<file path="src/rtl/fetch_pc_unit_pkg.sv">
// Shared CPU definitions for the fetch PC unit and the exception/jump monitor.
// Holds the reset/user-space addresses, the mode encoding and the EPC stack entry layout.
package fetch_pc_unit_pkg;

    localparam logic [15:0] RESET_VECTOR  = 16'h0000;
    localparam logic [15:0] USER_BASE     = 16'h0400;

    localparam int          MODE_PRIV_BIT = 1;
    localparam logic [1:0]  MODE_RESET    = 2'b11;

    typedef struct packed {
        logic [15:0] pc;
        logic [1:0]  mode;
    } epc_entry_t;

    function automatic logic is_priv(input logic [1:0] mode);
        return mode[MODE_PRIV_BIT];
    endfunction

endpackage

</file>
<file path="src/rtl/epc_stack.sv">
// Synchronous LIFO of saved {pc, mode} entries with a sticky overflow flag.
// A push into a full stack is discarded and only sets the overflow flag.
module epc_stack
    import fetch_pc_unit_pkg::*;
#(
    parameter  int EPC_DEPTH = 4,
    localparam int IDX_W     = $clog2(EPC_DEPTH),
    localparam int CNT_W     = IDX_W + 1
) (
    input  logic             clk,
    input  logic             rst,
    input  logic             push,
    input  logic             pop,
    input  epc_entry_t       push_data,
    output epc_entry_t       top,
    output logic [CNT_W-1:0] count,
    output logic             empty,
    output logic             overflow
);

    epc_entry_t       entries [EPC_DEPTH];
    logic             full;
    logic [IDX_W-1:0] top_idx;

    assign full    = (count == CNT_W'(EPC_DEPTH));
    assign empty   = (count == '0);
    assign top_idx = IDX_W'(count - CNT_W'(1));
    assign top     = empty ? '0 : entries[top_idx];

    always_ff @(posedge clk) begin
        if (rst) begin
            count    <= '0;
            overflow <= 1'b0;
            for (int i = 0; i < EPC_DEPTH; i++) begin
                entries[i] <= '0;
            end
        end else if (push) begin
            if (full) begin
                overflow <= 1'b1;
            end else begin
                entries[count[IDX_W-1:0]] <= push_data;
                count                     <= count + CNT_W'(1);
            end
        end else if (pop && !empty) begin
            count <= count - CNT_W'(1);
        end
    end

endmodule

</file>
<file path="src/rtl/fetch_pc_unit.sv">
// Fetch-stage PC register, next-PC selection, EPC stack for exception return,
// and the illegal-PC indication returned to the exception/jump monitor.
module fetch_pc_unit #(
    parameter logic [15:0] RESET_VECTOR = fetch_pc_unit_pkg::RESET_VECTOR,
    parameter logic [15:0] USER_BASE    = fetch_pc_unit_pkg::USER_BASE,
    parameter int          EPC_DEPTH    = 4
) (
    input  logic                           clk,
    input  logic                           rst,
    input  logic                           J,
    input  logic [15:0]                    J_R,
    input  logic                           Store_Current,
    input  logic                           rti,
    input  logic                           stall,
    input  logic [1:0]                     Mode,
    output logic [15:0]                    pc,
    output logic [15:0]                    pc_plus1,
    output logic                           flush_ifid,
    output logic [1:0]                     rti_mode,
    output logic                           rti_ack,
    output logic                           illegal_pc,
    output logic [15:0]                    epc_top,
    output logic [$clog2(EPC_DEPTH):0]     epc_count,
    output logic                           epc_overflow
);
    import fetch_pc_unit_pkg::*;

    logic        pc_valid;
    logic        stack_empty;
    logic        rti_go;
    logic        rti_accept;
    logic        rti_fault;
    logic        push;
    logic [15:0] pc_next;
    epc_entry_t  push_entry;
    epc_entry_t  top_entry;

    assign push_entry = '{pc: pc, mode: Mode};
    assign push       = J & Store_Current;

    epc_stack #(
        .EPC_DEPTH (EPC_DEPTH)
    ) u_epc_stack (
        .clk       (clk),
        .rst       (rst),
        .push      (push),
        .pop       (rti_accept),
        .push_data (push_entry),
        .top       (top_entry),
        .count     (epc_count),
        .empty     (stack_empty),
        .overflow  (epc_overflow)
    );

    // An rti only executes when it is not being squashed by a redirect and not stalled.
    always_comb begin
        rti_go     = rti & ~J & ~stall;
        rti_accept = ~rst & rti_go & ~stack_empty;
        rti_fault  = ~rst & rti_go & stack_empty;
    end

    always_comb begin
        rti_ack    = rti_accept;
        rti_mode   = top_entry.mode;
        epc_top    = top_entry.pc;
        flush_ifid = ~rst & (J | rti_accept);
        illegal_pc = ~rst & ((pc_valid & ~is_priv(Mode) & (pc < USER_BASE)) | rti_fault);
        pc_plus1   = pc + 16'd1;
    end

    always_comb begin
        pc_next = pc_plus1;
        if (J) begin
            pc_next = J_R;
        end else if (rti_accept) begin
            pc_next = top_entry.pc;
        end else if (stall) begin
            pc_next = pc;
        end
    end

    always_ff @(posedge clk) begin
        if (rst) begin
            pc       <= RESET_VECTOR;
            pc_valid <= 1'b0;
        end else begin
            pc       <= pc_next;
            pc_valid <= 1'b1;
        end
    end

endmodule

</file>
<file path="config.mk">
export PLATFORM = sky130hd
export DESIGN_NAME = fetch_pc_unit
export DESIGN_NICKNAME = d
export VERILOG_FILES = /design/src/rtl/fetch_pc_unit_pkg.sv /design/src/rtl/epc_stack.sv /design/src/rtl/fetch_pc_unit.sv
export SDC_FILE = /design/constraint.sdc
export NUM_CORES = 1
export LEC_CHECK = 0
export CAP_MARGIN = 10
export CELL_PAD_IN_SITES_DETAIL_PLACEMENT = 1
export CELL_PAD_IN_SITES_GLOBAL_PLACEMENT = 1
export CORE_UTILIZATION = 39
export DETAILED_ROUTE_END_ITERATION = 12
export PLACE_DENSITY = 0.77
export SETUP_SLACK_MARGIN = 0.2
export SYNTH_ARGS = -nofsm -noshare
export SYNTH_HDL_FRONTEND = slang
export SYNTH_SLANG_ARGS = --single-unit
</file>
<file path="constraint.sdc">
create_clock -name clk -period 2.6 [get_ports clk]
set_clock_uncertainty 0.2 [all_clocks]
set_input_delay 0.52 -clock clk [delete_from_list [all_inputs] [get_ports clk]]
set_output_delay 0.52 -clock clk [all_outputs]
set_load 0.01 [all_outputs]
</file>
# == Yosys cells after proc, flatten, opt, wreduce, memory -nomap -nowiden ==
# Memories as Yosys holds them, arrays and structs flattened.
# Cells that the tools add are included.
# totals
ff_bits,21
mem_count,1
ram_bits,72
elab_cells,53
# memory_table
name,depth,width,rd,rd_ports_with_merged_regs,write_ports,line_no,rtl
u_epc_stack.entries,4,18,1,0,4,epc_stack.sv:21,epc_entry_t entries [EPC_DEPTH];
# op_classes
n_bitwise,17
reduce_logical,7
magnitude_cmp,1
addsub,3
eq_ne,3
muxes,17
# op_table
op,count
$mux 16,3
$mux 18,2
$reduce_or 18->1,1
$add 16x1->16 const B,1
$lt 16x11->1 const B,1
$and 1x1->1,10
$mux 3,3
$mux 1,8
$not 1->1,5
$reduce_and 2->1,2
$add 3x1->3 const B,1
$eq 3x3->1 const B,1
$logic_not 3->1,1
$ne 3x2->1 const B,1
$sub 3x1->3 const B,1
$mux 2,1
$ne 2x2->1 const B,1
$or 1x1->1,2
$reduce_bool 2->1,1
$logic_and 1x1->1,1
$logic_not 1->1,1

# == Depth between registers and ports, before layout ==
# depth
depth_word,8
ltp_mapped,10
mapped_depth_nobuf,9

# == Modules after synthesis ==
# Synthesis repeated with hierarchy kept, for this count alone.
# hier_totals
hier_cells,403
area_unflattened_um2,4923.5
# by_module_without_submodules
mod,n_inst,cells_each,area_each_um2
epc_stack,1,236,3599.7
fetch_pc_unit,1,167,1323.8

# == Worst setup path after synthesis ==
# No wires, ideal clock.
# synth_timing
kind,reg2out
from,register u_epc_stack.count[0]
to,output port epc_top[5]
stages_incl_launch_ff,8
n_path_buf,3
t_arrival_ps,2029
t_required_ps,1880
slack_ps,-149
cell_sequence,dfxtp_1 > buf_4 > inv_1 > ha_1 > buf_2 > buf_2 > mux4_2 > and2_1
# synth_via
elab_chain_len,3
# synth_rtl
item,line_no,rtl
start: declaration,epc_stack.sv:16,"output logic [CNT_W-1:0] count,"
start signal: assignment,epc_stack.sv:42,count <= count + CNT_W'(1);
start signal: assignment,epc_stack.sv:45,count <= count - CNT_W'(1);
$sub 3x1->3,epc_stack.sv:27,assign top_idx = IDX_W'(count - CNT_W'(1));
$mem_v2 4x18,-,
$mux 18 (*),epc_stack.sv:28,assign top = empty ? '0 : entries[top_idx];
end: declaration,fetch_pc_unit.sv:22,"output logic [15:0] epc_top,"
# Mark *: on every way between the ends. The rest lies on a longest branch, timed or not.

# == Worst setup path in the final report ==
# layout_timing
from,register pc[0]
to,output port pc_plus1[12]
# layout_via
elab_chain_len,1
# layout_rtl
item,line_no,rtl
start: declaration,fetch_pc_unit.sv:16,"output logic [15:0] pc,"
start signal: assignment,fetch_pc_unit.sv:87,pc <= pc_next;
$add 16x1->16,fetch_pc_unit.sv:68,pc_plus1 = pc + 16'd1;
end: declaration,fetch_pc_unit.sv:17,"output logic [15:0] pc_plus1,"
# No other way between the ends.

==> flow_metrics.env <==
export IMPL_status="finished, violations left"
export IMPL_violations="setup timing"
export IMPL_reg2reg_slack_ns=0.16
export IMPL_worstPathRequired_ns=1.88
export IMPL_worstHoldStart="u_epc_stack.overflow"
export IMPL_synth_seq_area_share=0.532
export IMPL_clock_latency_ns=0.36
export IMPL_synth_top_flop_cell="edfxtp_1"
export IMPL_h_tree_depth=3
export IMPL_grt_usage=0.314
export IMPL_synthCells=394
export IMPL_grt_pass1_wl_um=29000
export IMPL_path_delay_family="buffers and inverters"
export IMPL_ios=81
export IMPL_synth_area_mux_share=0.0921
export IMPL_wl_per_cell_um=27.6
export IMPL_vias=4448
export IMPL_synth_nets=422
export IMPL_slew_violations=0
export IMPL_drt_antenna_violating_nets=0
export IMPL_cts_root_buf="clkbuf_16"
export IMPL_holdWs_ns=0.295
export IMPL_avgSynthCellArea_um2=12.3
export IMPL_drt_iter0_markers=479
export IMPL_synth_xor_area_frac=0.0322
export IMPL_hold_viol=0
export IMPL_die_area_um2=12900
export IMPL_cp_max_fo=3
export IMPL_area_growth_synth_to_final_pct=56.6
export IMPL_hpwlAfterDp_um=11500
export IMPL_slowest_stage="dfxtp_4"
export IMPL_ff2ff_path_depth=9
export IMPL_slowest_delay_ns=0.37
export IMPL_antenna_found_initial=0
export IMPL_grt_max_degree=25
export IMPL_hold_depth=2
export IMPL_synth_compound_area_frac=0.0753
export IMPL_port_buffer_count=80
export IMPL_dp_slack_ns=-0.265
export IMPL_setup_viol=15
export IMPL_max_freq_ghz=0.372
export IMPL_finalNetCount=626
export IMPL_min_period_over_period=1.04
export IMPL_routed_wl_um=21300
export IMPL_synth_seq_cells=93
export IMPL_path_common_cell="nand4_1"
export IMPL_hold_end="u_epc_stack.overflow"
export IMPL_finalWorstSetupSlack_ns=-0.0910
export IMPL_synthSimpleGateAreaFrac=0.213
export IMPL_timing_rr_start="u_epc_stack.count[0]"
export IMPL_clockBufferDepth=2
export IMPL_row_count=40
export IMPL_end_kind="primary output"
export IMPL_drt_pass1_iter_count=5
export IMPL_p_per_area_nw_per_um2=597
export IMPL_avgViaCountPerCell=5.77
export IMPL_numCtsBuffers=9
export IMPL_ir_drop_uv=658
export IMPL_fill_cells=1193
export IMPL_clk_pin_slew_ns=0.07
export IMPL_die_h_um=114
export IMPL_crit_arrival_ns=1.97
export IMPL_crit_buf_inv=3
export IMPL_initial_utilization=0.402
export IMPL_p_total_mw=4.54
export IMPL_ys_types=57
export IMPL_overflow=0
export IMPL_fin_crit_ns=2.69
export IMPL_p_leak_nw=3.17
export IMPL_crit_type="flop to primary output"
export IMPL_numClockSinks=93
export IMPL_synth_fa_ha_area_frac=0.0103
export IMPL_layout_drive_gt1_share=0.491
export IMPL_synth_edff_count=72
export IMPL_placed_area_um2=6390
export IMPL_drc=0
export IMPL_maxCapViolCount=0
export IMPL_rsz0062_at_grt="true"
export IMPL_grt_pass1_vias=4704
export IMPL_r2r_end="pc[1]"
export IMPL_ys_warn_count=0
export IMPL_min_path_type="flop to flop"
export IMPL_design_area_um2=7590
export IMPL_antennaDiodeCount=0
export IMPL_netlist_area_um2=4850
export IMPL_tightestPinTransition_ns=0.406
export IMPL_die_w_um=114
export IMPL_crit_path_start_kind="flop"
export IMPL_gp_congestion=0.854
export IMPL_synth_top_family_by_area="simple AND/OR/NAND/NOR gates"
export IMPL_core_area_um2=12100
export IMPL_synth_async_sr_flop_share=0
export IMPL_slew_headroom=0.728
export IMPL_critical_path_cell_chain="buf_6 -> ha_4 -> nand4_1 -> buf_4 -> nor2_4 -> nand4_1 -> xnor2_2 -> buf_2"
export IMPL_cts_tree="done"
==> flip-flops by register name, summed over array words and instances, names as in the netlist <==
signal	count
u_epc_stack.entries	72
u_epc_stack.overflow	1
u_epc_stack.count	3
pc	16
pc_valid	1
==> cell type report <==
| type | instances | area, um^2 | share of cell area |
|---|---|---|---|
| Clock buffer | 9 | 225 | 0.0297 |
| Clock inverter | 7 | 72.6 | 0.00956 |
| Inverter | 13 | 53.8 | 0.00708 |
| Multi-Input combinational cell | 258 | 2340 | 0.308 |
| Sequential cell | 93 | 2610 | 0.343 |
| Tap cell | 168 | 210 | 0.0277 |
| Timing Repair Buffer | 223 | 2090 | 0.275 |
==> timing repair <==
action | CTS | global route
resized for setup | 206 | 38
hold endpoints to repair | 0 | 0
buffers inserted | 33 | 24
hold buffers | 0 | 0
endpoints found under the setup margin | 35 | 78
pin swaps | 43 | 22
gates cloned | 3 | 2
==> through the flow <==
stage / cells / TNS, ns / utilization
after floorplan: 394 / 0 / -
after global placement: 693 / -2.85 / 0.530
after detailed placement: 693 / -6.42 / 0.530
after CTS: 745 / -0.262 / 0.599
after global routing: 771 / -1.01 / 0.630
final: 771 / -0.595 / 0.630
==> where the power goes <==
part	total [mW]	switching, mW	internal, mW
Sequential	1.74	0.0560	1.68
Clock	1.41	0.653	0.753
Combinational	1.39	0.636	0.755
==> logic make-up after synthesis <==
logic type,after synthesis
muxes,22
buffers and inverters,43
adders and majority gates,4
xor gates and xnor gates,17
and+or+nand+nor,168
DFF,93
AOI/OAI and AO/OA,47
==> worst min-delay path, delay by kind of cell (launching register included) <==
family                 cells  cell delay (ns)
AOI/OAI and AO/OA          1             0.06
DFF                        1             0.32
buffers and inverters      1             0.07
==> worst max-delay path by stage <==
stage | from | to | cells after the start
global placement | Mode[1] | illegal_pc | 5
finish | pc[0] | pc_plus1[12] | 8
CTS | u_epc_stack.count[0] | epc_top[3] | 7
detailed placement | Mode[1] | illegal_pc | 5
floorplan | u_epc_stack.count[0] | epc_top[5] | 7
global route | pc[0] | pc_plus1[12] | 8
==> cells in the final DEF, fill, tap and decap left out, types with 8 or more instances in the layout <==
cell / instances
and2_1: 70
and2_4: 18
buf_12: 8
buf_2: 12
buf_4: 115
buf_6: 34
clkbuf_16: 11
clkdlybuf4s50_1: 43
dfxtp_2: 13
edfxtp_1: 72
inv_1: 9
mux4_2: 18
nand2_1: 17
nand3_1: 8
nor2_1: 11
==> synthesized netlist by cell type (all sizes together) (3+ instances only) <==
cell type	n	area (um^2)
xor2	8	77.6
clkbuf	7	26.3
buf	23	144
a22oi	6	45.0
and3	4	30.0
mux2i	3	30.0
nand2	19	73.8
nand3	9	45.0
xnor2	9	78.8
o22ai	4	25.0
nand4	5	61.3
a21oi	6	30.0
nand2b	4	25.0
or2	4	25.0
nor3	3	15.0
a221oi	6	58.8
dfxtp	21	420
nor2	20	90.1
nor4	5	61.3
mux4	18	405
inv	12	45.0
edfxtp	72	2160
and2	92	581
o21ai	6	30.0
ha	4	50.1
a311oi	3	32.5
==> layer usage <==
layer | vias to the layer above | routed length (um) | track usage
met3 | 74 | 1530 | 0.0595
met2 | 270 | 10200 | 0.515
met1 | 2273 | 8580 | 0.399
li1 | 1831 | - | -
met4 | 0 | 952 | 0.155
met5 | - | 0 | 0
(Power assumes the default switching activity.)
